<file path="src/rtl/ofdm_pkg.sv">
// Shared OFDM transmit-chain constants and types used by the bit interleaver.
package ofdm_pkg;

    localparam int unsigned ILV_ROWS = 8;
    localparam int unsigned ILV_COLS = 6;
    localparam int unsigned ILV_N    = ILV_ROWS * ILV_COLS;
    localparam int unsigned ILV_AW   = $clog2(ILV_N);
    localparam int unsigned ILV_RW   = $clog2(ILV_ROWS);
    localparam int unsigned ILV_CW   = $clog2(ILV_COLS);

    typedef enum logic [0:0] {
        RD_IDLE = 1'b0,
        RD_READ = 1'b1
    } rd_state_t;

endpackage

</file>
<file path="src/rtl/ilv_rd_addr.sv">
// Column-wise read address generator: row steps every bit, column steps on row wrap.
module ilv_rd_addr
    import ofdm_pkg::*;
(
    input  logic              clk,
    input  logic              reset,
    input  logic              clear,
    input  logic              advance,
    output logic [ILV_AW-1:0] addr,
    output logic              last
);

    logic [ILV_RW-1:0] row;
    logic [ILV_CW-1:0] col;

    always_ff @(posedge clk or posedge reset) begin
        if (reset) begin
            row <= '0;
            col <= '0;
        end else if (clear) begin
            row <= '0;
            col <= '0;
        end else if (advance) begin
            if (row == ILV_RW'(ILV_ROWS - 1)) begin
                row <= '0;
                col <= (col == ILV_CW'(ILV_COLS - 1)) ? '0 : col + 1'b1;
            end else begin
                row <= row + 1'b1;
            end
        end
    end

    // Linear address of the row-wise written block: row*COLS + col.
    assign addr = ILV_AW'(ILV_AW'(row) * ILV_AW'(ILV_COLS) + ILV_AW'(col));
    assign last = (row == ILV_RW'(ILV_ROWS - 1)) && (col == ILV_CW'(ILV_COLS - 1));

endmodule

</file>
<file path="src/rtl/bit_interleaver.sv">
// Ping-pong block interleaver: write row-wise, read column-wise, ROWS x COLS bits per block.
// Optional ILV_BYPASS_EN adds a bypass input that passes bits straight through when fully idle.
module bit_interleaver
    import ofdm_pkg::*;
(
    input  logic clk,
    input  logic reset,
    input  logic in,
    input  logic in_valid,
`ifdef ILV_BYPASS_EN
    input  logic bypass,
`endif
    output logic out,
    output logic out_valid,
    output logic out_sop,
    output logic ovf
);

    logic [ILV_N-1:0]  mem [2];
    logic [ILV_AW-1:0] wcnt;
    logic              wbank;
    logic              rbank;
    logic [1:0]        full;
    logic [1:0]        full_set;
    logic [1:0]        full_clr;

    rd_state_t         state;
    rd_state_t         state_n;
    logic              done;
    logic              done_n;
    logic              out_d;
    logic              valid_d;
    logic              sop_d;
    logic              adv;
    logic              clr;
    logic              rel;
    logic              nbank;

    logic [ILV_AW-1:0] rd_addr;
    logic              rd_last;

    logic              byp_ok;
    logic              wr_req;
    logic              wr_ok;

`ifdef ILV_BYPASS_EN
    assign byp_ok = bypass && (state == RD_IDLE) && (full == 2'b00) && (wcnt == '0);
`else
    assign byp_ok = 1'b0;
`endif

    assign wr_req = in_valid && !byp_ok;
    assign wr_ok  = wr_req && !full[wbank];
    assign nbank  = ~rbank;

    ilv_rd_addr u_rd_addr (
        .clk     (clk),
        .reset   (reset),
        .clear   (clr),
        .advance (adv),
        .addr    (rd_addr),
        .last    (rd_last)
    );

    always_ff @(posedge clk) begin
        if (wr_ok) begin
            mem[wbank][wcnt] <= in;
        end
    end

    always_comb begin
        full_set = 2'b00;
        full_clr = 2'b00;
        if (wr_ok && (wcnt == ILV_AW'(ILV_N - 1))) begin
            full_set[wbank] = 1'b1;
        end
        if (rel) begin
            full_clr[rbank] = 1'b1;
        end
    end

    always_ff @(posedge clk or posedge reset) begin
        if (reset) begin
            wcnt  <= '0;
            wbank <= 1'b0;
            rbank <= 1'b0;
            full  <= 2'b00;
            ovf   <= 1'b0;
        end else begin
            if (wr_req && full[wbank]) begin
                ovf <= 1'b1;
            end
            if (wr_ok) begin
                if (wcnt == ILV_AW'(ILV_N - 1)) begin
                    wcnt  <= '0;
                    wbank <= ~wbank;
                end else begin
                    wcnt <= wcnt + 1'b1;
                end
            end
            full <= (full & ~full_clr) | full_set;
            if (rel) begin
                rbank <= ~rbank;
            end
        end
    end

    always_ff @(posedge clk or posedge reset) begin
        if (reset) begin
            state <= RD_IDLE;
        end else begin
            state <= state_n;
        end
    end

    // Reader: done marks that the last bit of the bank left on the previous edge.
    always_comb begin
        state_n = state;
        done_n  = 1'b0;
        out_d   = 1'b0;
        valid_d = 1'b0;
        sop_d   = 1'b0;
        adv     = 1'b0;
        clr     = 1'b0;
        rel     = 1'b0;
        case (state)
            RD_IDLE: begin
                if (full[rbank]) begin
                    out_d   = mem[rbank][rd_addr];
                    valid_d = 1'b1;
                    sop_d   = 1'b1;
                    adv     = 1'b1;
                    state_n = RD_READ;
                end else begin
                    clr = 1'b1;
                end
            end
            RD_READ: begin
                if (done) begin
                    rel = 1'b1;
                    if (full[nbank]) begin
                        out_d   = mem[nbank][rd_addr];
                        valid_d = 1'b1;
                        sop_d   = 1'b1;
                        adv     = 1'b1;
                    end else begin
                        clr     = 1'b1;
                        state_n = RD_IDLE;
                    end
                end else begin
                    out_d   = mem[rbank][rd_addr];
                    valid_d = 1'b1;
                    adv     = 1'b1;
                    done_n  = rd_last;
                end
            end
            default: begin
                state_n = RD_IDLE;
                clr     = 1'b1;
            end
        endcase
        if (byp_ok) begin
            out_d   = in;
            valid_d = in_valid;
            sop_d   = 1'b0;
        end
    end

    always_ff @(posedge clk or posedge reset) begin
        if (reset) begin
            out       <= 1'b0;
            out_valid <= 1'b0;
            out_sop   <= 1'b0;
            done      <= 1'b0;
        end else begin
            out       <= out_d;
            out_valid <= valid_d;
            out_sop   <= sop_d;
            done      <= done_n;
        end
    end

endmodule
</file>
<file path="config.mk">
export PLATFORM = sky130hd
export DESIGN_NAME = bit_interleaver
export DESIGN_NICKNAME = d
export VERILOG_FILES = /design/src/rtl/ofdm_pkg.sv /design/src/rtl/ilv_rd_addr.sv /design/src/rtl/bit_interleaver.sv
export SDC_FILE = /design/constraint.sdc
export NUM_CORES = 1
export LEC_CHECK = 0
export BUFFER_PORTS_ARGS = -buffer_cell sky130_fd_sc_hd__buf_2
export CORE_MARGIN = 5
export CORE_UTILIZATION = 57
export CTS_CLUSTER_DIAMETER = 150
export CTS_CLUSTER_SIZE = 30
export DETAILED_ROUTE_END_ITERATION = 8
export PLACE_DENSITY = 0.72
export SLEW_MARGIN = 20
export SYNTH_ARGS = -nofsm -noshare
export SYNTH_HDL_FRONTEND = slang
export SYNTH_SLANG_ARGS = --single-unit
</file>
<file path="constraint.sdc">
create_clock -name clk -period 2.7 [get_ports clk]
set_input_delay 0.54 -clock clk [delete_from_list [all_inputs] [get_ports clk]]
set_output_delay 0.54 -clock clk [all_outputs]
set_load 0.01 [all_outputs]
</file>
Yosys cells after proc, flatten, opt, wreduce, memory -nomap -nowiden
Memories as Yosys holds them, arrays and structs flattened.
Cells that the tools add are included.
- bits in registers: 21
- output and inout port bits: 4
- RAM bits: 96
- memories kept: 1
- input bits: 4
- memory list (memory ; depth ; bits a word ; rd ports ; clocked after Yosys merged registers in ; wr ports ; line ; text):
    mem ; 2 ; 48 ; 2 ; 0 ; 1 ; bit_interleaver.sv:19 ; logic [ILV_N-1:0] mem [2];
- bitwise gates (word level): 6
- add/sub/neg operators: 4
- muxes and demuxes: 46
- $lt $le $gt $ge: 8
- eq/ne operators: 3
- multipliers: 1
- reduce and logical (&&, ||, !) cells: 12
- operators by type and width (kind ; number):
    2-to-1 mux 48 bit ; 1
    2-to-1 mux 1 bit ; 26
    2-to-1 mux 3 bit ; 7
    less-than comparator 6 x 7 -> 1 bit, second input constant ; 2
    binary-select mux 1 bit (select 6 bit) ; 2
    one-hot mux 1 bit (2 select lines) ; 4
    logical AND 1 bit ; 7
    adder 3 x 1 -> 3 bit, second input constant ; 2
    adder 6 x 1 -> 6 bit, second input constant ; 1
    adder 6 x 3 -> 6 bit ; 1
    demux 1 bit (select 6 bit) ; 1
    == test 3 bit, second input constant ; 2
    == test 6 bit, second input constant ; 1
    >= comparator 6 x 1 -> 1 bit, second input constant ; 1
    less-than comparator 1 x 2 -> 1 bit, second input constant ; 3
    2-to-1 mux 6 bit ; 1
    multiplier 3 x 2 -> 5 bit, second input constant ; 1
    2-to-1 mux 2 bit ; 2
    AND reduction 2 bit ; 2
    nonzero test 2 bit ; 2
    NOT 1 bit ; 3
    AND 2 bit ; 1
    demux 1 bit (select 1 bit) ; 2
    >= comparator 1 bit, second input constant ; 2
    other kinds (3) ; 3

Logic depth before layout (Yosys ltp)
Gate-level depths: netlist of run 1.
- depth in word-level cells: 8
- gate-level depth with buffers: 10

Modules after synthesis
Synthesis of run 1 repeated with hierarchy kept, for this count alone.
- cells, all modules: 443
- area total of the unflattened synthesis: 6049.6 µm²
- modules (own cells, without submodules) (module ; area each (µm²) ; times used ; seq. area each (µm²) ; cells each):
    bit_interleaver ; 5577.8 ; 1 ; 3258.1 ; 399
    ilv_rd_addr ; 471.7 ; 1 ; 150.1 ; 44

Worst setup path after synthesis of run 1
Ideal clock, no wire load.
- path kind: reg2reg
- start point: register u_rd_addr.row[1]
- end point: register out
- path slack: -0.062 ns
- stages on the path, launching flop included: 11
- arrival: 2.620 ns
- buffers on the path: 3
- cell sequence: dfrtp_1 ha_1 fa_1 buf_6 buf_2 buf_1 mux4_2 nand2_1 nand4_1 o2111ai_1 nand4_1
- word-level cells in the longest chain between the ends: 7
- elaborated cells on any way between the ends: 10
- those cells by class: add/sub (1); mul (1); mux (8)
- RTL lines (what ; line ; text):
    start: declaration ; ilv_rd_addr.sv:13 ; logic [ILV_RW-1:0] row;
    start signal: assignment ; ilv_rd_addr.sv:28 ; row <= row + 1'b1;
    multiplier 3 x 2 -> 5 bit * ; ilv_rd_addr.sv:34 ; assign addr = ILV_AW'(ILV_AW'(row) * ILV_AW'(ILV_COLS) + ILV_AW'(col));
    adder 6 x 3 -> 6 bit * ; ilv_rd_addr.sv:34 ;
    binary-select mux 1 bit (select 6 bit) ; bit_interleaver.sv:142 ; out_d = mem[nbank][rd_addr];
    2-to-1 mux 1 bit (not written as such) ; bit_interleaver.sv:142 ;
    2-to-1 mux 1 bit ; bit_interleaver.sv:141 ; if (full[nbank]) begin
    2-to-1 mux 1 bit ; bit_interleaver.sv:139 ; if (done) begin
    one-hot mux 1 bit (2 select lines) * ; bit_interleaver.sv:126 ; case (state)
    net out_d ; bit_interleaver.sv:31 ; logic out_d;
    end signal: assignment ; bit_interleaver.sv:176 ; out <= out_d;
    end: declaration ; bit_interleaver.sv:13 ; output logic out,
The timed path passes the listed nets; every way through them passes the cells marked *. The select of a mux whose other input is x is not followed.
A chain may end at the register's enable or synchronous reset.

Worst setup path after layout of run 1
- start point: register u_rd_addr.row[0]
- end point: register out
Same word-level chain as after synthesis.

==> out/metrics.cfg, run 1 <==
[outcome]
status=complete, no violations

[route]
wire_per_inst_um=21.45
first_pass_iters=5
drtIter0Drc=421
via_count=4327
drtAntennaViolNets=0
drt-vias-per-instance=6.354
drt_drc_violations_left=0
wl_mm=14.61

[timing]
fmax_ghz=0.3823
setup_violations=0
fin_crit_ns=2.616
rsz0062_at_grt=no
hold_violations=0
worstMarginPinSlew_ns=0.8785
fin_tns_setup_ns=0
finalClockSkew_ns=0.01465
hold_slack_ns=0.1784
fin_crit_sh_pct=96.88
final_max_slew_viol_count=0
maxSlewHeadroom_pct=41.37

[worst_setup_path]
r2r_start=u_rd_addr.row[0]$_DFFE_PP0P_
critPathMaxFanout=7
critPathArrivalTime_ns=3.08
r2r_slack_ns=0.08
cp-start-kind=flop
worstPathRequired_ns=3.16
crit_path_end_kind=flop
path_class=flop to flop
reg2regPathDepth=8
rr_endpoint=out$_DFF_PP0_

[cts]
cts_buffers=17
insertion_delay_ns=0.54
cts_max_path_buffers=2
htreeDepth=4
cts_sinks=117
cts_tree=done
clk_pin_slew_ns=0.06
post_cts_buffers=0
cts_root_buf=clkbuf_8

[final_layout]
layoutNonFillerInstCount=681
drive_above_1_share_pct=19.59
nets=541
n_antenna_cell=0
area_delta_synth_final_pct=14.25

[worst_hold_path]
hold_path_class=input port to async pin

[synth]
synth_edf_count=96
synth_cells=506
syn-cell-area_sq_um=6330
synth_ff_type=edfxtp_1
synthDistinctLibCells=53
yosys_warnings=0
synth_seq_cells=117
postSynthAreaPerCell_sq_um=12.51
synthArstFlopShare_pct=17.95
syn_nets=519
synth_seq_area_share_pct=53.84

[global_routing]
antenna_found_initial=0
grt_usage_pct=23.98
grt_pass1_wl_mm=23.28
grt-ovfl-total=0
use_met3_pct=5.000
grt_pass1_vias=4354
busiest_layer=met2
grt_max_degree=55
globalRouteMet2Util_pct=38.89
grtUsageMet1_pct=31.35

[power]
power_frac_clock_pct=51.9
p_switching_uw=880.0
swShare_pct=21.23
ir_worst_vdd_v=0.0004783
leakagePower_nw=2.795
comb_power_share_pct=1.0
total_power_mw=4.145
power_density_nw_per_um2=573.1
seq_power_share_pct=47.2
p_int_mw=3.265

[floorplanning]
io_pins=8
die_y_um=115.4
row_count=38
core_sq_um=10840
initial_utilization_pct=58.39
die_width_um=115.4
dieArea_sq_um=13310

[placed_design]
dp_hpwl_mm=10.14
gp_congestion=0.9621
placedCellCount=649
numPortBuffers=7

[flow_run]
max-cap-violations=0

critical path: stages (launching register included):
cell and delay (ns):
dfrtp_1 0.43, ha_4 0.30, fa_2 0.53, and2_4 0.19, buf_4 0.15, a221oi_2 0.24, o22ai_1 0.10, or4_1 0.52
nand4_1 0.08
what timing repair did:
action	4_1_cts	5_1_grt
setup endpoints to repair	1	1
gates resized for setup	1	10
pin swaps	0	3
hold buffers	0	0
sequential cells by signal, indices dropped and copies added, names as in the netlist:
signal and flops:
mem 96, wcnt 6, u_rd_addr.col 3, u_rd_addr.row 3, full 2, done 1, out 1, out_sop 1
out_valid 1, ovf 1, rbank 1, wbank 1
routing by layer:
layer,up-vias,part of all wire [%]
met5,-,0
met4,0,2.5
met3,29,6.6
met2,184,50
met1,2170,41
li1,1944,-
how the worst max path moves through the flow:
stage	endpoint	slack (ns)	start	cells after the start
final	out$_DFF_PP0_	0.08	u_rd_addr.row[0]$_DFFE_PP0P_	8
after global routing	out$_DFF_PP0_	0.0002	u_rd_addr.row[1]$_DFFE_PP0P_	8
after CTS	out$_DFF_PP0_	0.03	u_rd_addr.row[0]$_DFFE_PP0P_	8
after detailed placement	out$_DFF_PP0_	-0.02	u_rd_addr.row[0]$_DFFE_PP0P_	8
after global placement	out$_DFF_PP0_	0.03	u_rd_addr.row[0]$_DFFE_PP0P_	8
after floorplan	out$_DFF_PP0_	0.04	u_rd_addr.row[1]$_DFFE_PP0P_	10
through the flow:
stage | util, % | setup slack (ns) | instance area [sq um]
final | 66.71 | 0.08436 | 7232
after global routing | 66.71 | 0.0001523 | 7232
after CTS | 66.37 | 0.02664 | 7194
after detailed placement | 61.05 | -0.02294 | 6618
after global placement | 61.05 | 0.02980 | 6618
after floorplan | - | 0.03684 | 6344
layout make-up:
type	instances	area, sq um
Clock inverter	11	81.33
Sequential cell	117	3412
Clock buffer	21	493.0
Fill cell	784	3608
Multi-Input combinational cell	351	2761
Inverter	5	18.77
Tap cell	140	175.2
Timing Repair Buffer	36	290.3
layout by cell type (no fill, tap or decap), types with 7 or more instances in the layout:
| cell type | n |
|---|---|
| clkbuf_16 | 19 |
| edfxtp_1 | 96 |
| nand2_1 | 28 |
| dfrtp_1 | 20 |
| buf_4 | 26 |
| nor2_1 | 116 |
| mux2i_1 | 46 |
| nand3_1 | 12 |
| a21oi_1 | 8 |
| nor2b_1 | 11 |
| a22oi_1 | 12 |
| mux4_2 | 19 |
| buf_2 | 7 |
| mux4_1 | 10 |
power groups by stage:
stage / registers [mW] / logic [mW] / clock network [mW]
after floorplan: 1.99 / 0.0110 / 0
after detailed placement: 1.99 / 0.0399 / 0
after CTS: 1.95 / 0.0401 / 2.18
after global routing: 1.95 / 0.0443 / 2.25
final: 1.95 / 0.0398 / 2.15
after global placement: 1.99 / 0.0381 / 0
cells in the mapped netlist, types with 3 or more instances:
master     count  area share (%)
nand4_1        3            0.30
ha_1           7             1.4
dfrtp_1       21             8.3
a21oi_1        8            0.63
xnor2_1        4            0.55
clkbuf_1      16            0.95
mux2_2         6             1.1
edfxtp_1      96              46
nand2_1       28             1.7
mux4_1        10             4.2
buf_6          4            0.71
mux4_2        19             6.8
a22oi_1       12             1.4
nand3b_1       5            0.59
nor2_1       117             6.9
buf_4          4            0.47
a22o_1         3            0.42
and2_1         5            0.49
a221o_1        3            0.47
o22ai_1        6            0.59
xor2_1         4            0.55
inv_1          5            0.30
o2111ai_1      4            0.55
buf_2          7            0.55
nand3_1       12            0.95
nor2b_1       13             1.3
mux2i_1       46             7.3
cells by family after synthesis:
kind of cell | synth area share [%]
AOI/OAI and AO/OA | 6.681
xor gates and xnor gates | 1.107
adders and majority gates | 2.016
buffers and inverters | 3.360
DFF | 53.84
muxes | 19.25
and+or+nand+nor | 13.74
Note: power is estimated with default switching activity, not from simulation.
==> run 2, diff against run 1 <==
--- a/config.mk
+++ b/config.mk
@@ -5,13 +5,15 @@
 export SDC_FILE = /design/constraint.sdc
 export NUM_CORES = 1
 export LEC_CHECK = 0
+export ABC_AREA = 1
 export BUFFER_PORTS_ARGS = -buffer_cell sky130_fd_sc_hd__buf_2
 export CORE_MARGIN = 5
-export CORE_UTILIZATION = 57
+export CORE_UTILIZATION = 58
 export CTS_CLUSTER_DIAMETER = 150
 export CTS_CLUSTER_SIZE = 30
 export DETAILED_ROUTE_END_ITERATION = 8
-export PLACE_DENSITY = 0.72
+export PLACE_DENSITY = 0.73
+export RECOVER_POWER = 50
 export SLEW_MARGIN = 20
 export SYNTH_ARGS = -nofsm -noshare
 export SYNTH_HDL_FRONTEND = slang
==> run 2 against run 1 <==
  * Synthesized area increased by 8.7%
  * Synthesized cell count increased by 73%
  * Fmax increased by 11%
  * Core utilization decreased by 1.2 points
  * Critical path depth decreased by 1
  * Largest cell class unchanged
==> out/metrics.cfg, run 2 <==
[route]
via_count=5966
drtAntennaViolNets=0
first_pass_iters=6
drt-vias-per-instance=5.826
wire_per_inst_um=16.46
drt_drc_violations_left=0
drtIter0Drc=672
wl_mm=16.86

[final_layout]
largest_reg_flops=96
nets=881
area_delta_synth_final_pct=9.673
drive_above_1_share_pct=8.286
utilization_pct=65.54
regMostFlops=mem
fillCellCount=953
final_common_cell=nand2_1
layoutNonFillerInstCount=1024
n_antenna_cell=0
mostFrequentLayoutCells=nand2_1, nand3_1, nor2_1, edfxtp_1, inv_1
multiInputGateArea_sq_um=2878
seqCellArea_sq_um=3410
largestRegisters=mem (96), wcnt (6)

[synth]
syn-cell-area_sq_um=6882
synth_edf_count=96
synth.largest_area_cell=edfxtp_1
synth_seq_area_share_pct=49.53
postSynthAreaPerCell_sq_um=7.874
synth_top_area_share_pct=41.89
synth_seq_cells=117
synthDistinctLibCells=33
synth_top_cells_by_area=edfxtp_1, nand2_1, nand3_1
synthArstFlopShare_pct=17.95
post-synth-top-count-cell=nand2_1
synth_ff_type=edfxtp_1
syn_nets=887
synth_cells=874
yosys_warnings=0
synthTopCellsByCount=nand2_1, nand3_1, nor2_1

[power]
total_power_mw=4.527
power_density_nw_per_um2=599.8
ir_worst_vdd_v=0.0007178
leakagePower_nw=3.214

[global_routing]
globalRouteMet2Util_pct=41.92
grt-ovfl-total=0
busiest_layer=met2
grt_max_degree=118
grtUsageMet1_pct=30.49
grt_pass1_vias=5596
antenna_found_initial=0
use_met3_pct=5.877
grt_pass1_wl_mm=27.46
grt_usage_pct=24.56

[cts]
cts_max_path_buffers=2
cts_hold_buf=0
ctsResizeCount=0
post_cts_buffers=0
cts_root_buf=clkbuf_16
insertion_delay_ns=0.41
cts_tree=done
cts_buffers=17
htreeDepth=4
clk_pin_slew_ns=0.05
cts_sinks=117

[floorplanning]
row_count=39
die_y_um=118.9
io_pins=8
die_width_um=118.9
dieArea_sq_um=14140
core_sq_um=11520
initial_utilization_pct=59.76

[worst_setup_path]
crit_path_end_kind=flop
worstPathRequired_ns=2.81
path_class=flop to flop
critPathMaxFanout=10
r2r_start=full[0]$_DFF_PP0_
reg2regPathDepth=7
cp-start-kind=flop
rr_endpoint=mem[0][34]$_DFFE_PP_
r2r_slack_ns=0.35
critPathArrivalTime_ns=2.47

[placed_design]
placedCellCount=992
gp_congestion=0.9692
dp_hpwl_mm=11.06
numPortBuffers=7

[timing]
maxSlewHeadroom_pct=23.77
fin_crit_sh_pct=87.13
hold_violations=0
finalClockSkew_ns=0.007786
rsz0062_at_grt=no
worstMarginPinSlew_ns=1.143
fmax_ghz=0.4251
setup_violations=0
final_max_slew_viol_count=0
fin_crit_ns=2.352
fin_tns_setup_ns=0

[flow_run]
max-cap-violations=0

[worst_hold_path]
hold_path_class=input port to async pin

[outcome]
status=complete, no violations

-- run 2: area by class of cell --
type	count	share of cell area [%]
inverters	92	4.642
multi-input cells	614	38.13
clock buffers	21	5.968
well taps	143	2.371
clock inverters	11	1.127
repair buffers	26	2.586
flip-flops and latches	117	45.18
-- run 2: how the worst max path moves through the flow --
stage	start	to	slack (ns)	cells after the start
floorplan	u_rd_addr.row[1]$_DFFE_PP0P_	out$_DFF_PP0_	0.52	11
CTS	u_rd_addr.row[1]$_DFFE_PP0P_	out$_DFF_PP0_	0.45	10
global route	full[1]$_DFF_PP0_	mem[0][34]$_DFFE_PP_	0.24	7
finish	full[0]$_DFF_PP0_	mem[0][34]$_DFFE_PP_	0.35	7
global placement	u_rd_addr.row[1]$_DFFE_PP0P_	out$_DFF_PP0_	0.54	12
detailed placement	u_rd_addr.row[1]$_DFFE_PP0P_	out$_DFF_PP0_	0.46	10
-- run 2: worst max-delay path, stage by stage (launching register included) --
cell,delay (ns)
dfrtp_1,0.41
nand2_1,0.08
o21ai_0,0.24
nor2_4,0.33
inv_4,0.14
nor4_4,0.50
nand2_1,0.18
nor2_1,0.16
-- run 2: power breakdown --
part	internal (mW)	total, mW	leakage, nW	switching (mW)
Sequential	2.00	2.10	1.11	0.101
Clock	1.27	2.03	0.268	0.761
Combinational	0.0953	0.397	1.83	0.302
Total	3.36	4.53	3.21	1.16
-- run 2: cell families after synthesis --
group	Yosys count	share of synthesized area, %
simple gates	550	35.18
buf+inv	143	8.600
flops	117	49.53
compound gates	48	3.946
fa+ha+maj	9	1.855
xor+xnor	7	0.8909
-- run 2: metrics by stage --
stage	setup slack, ns	cell area (sq um)	hold WS (ns)
2_1_floorplan	0.5191	6882	0.4417
3_3_place_gp	0.5367	7023	0.4384
3_5_place_dp	0.4609	7023	0.4481
4_1_cts	0.4463	7559	0.3369
5_1_grt	0.2404	7547	0.3545
6_report	0.3476	7547	0.3340
-- run 2: routing by layer --
layer | vias up | share of wire, %
met5 | - | 0
met4 | 0 | 2.8
met3 | 41 | 7.9
met2 | 276 | 50
met1 | 2799 | 40
li1 | 2850 | -
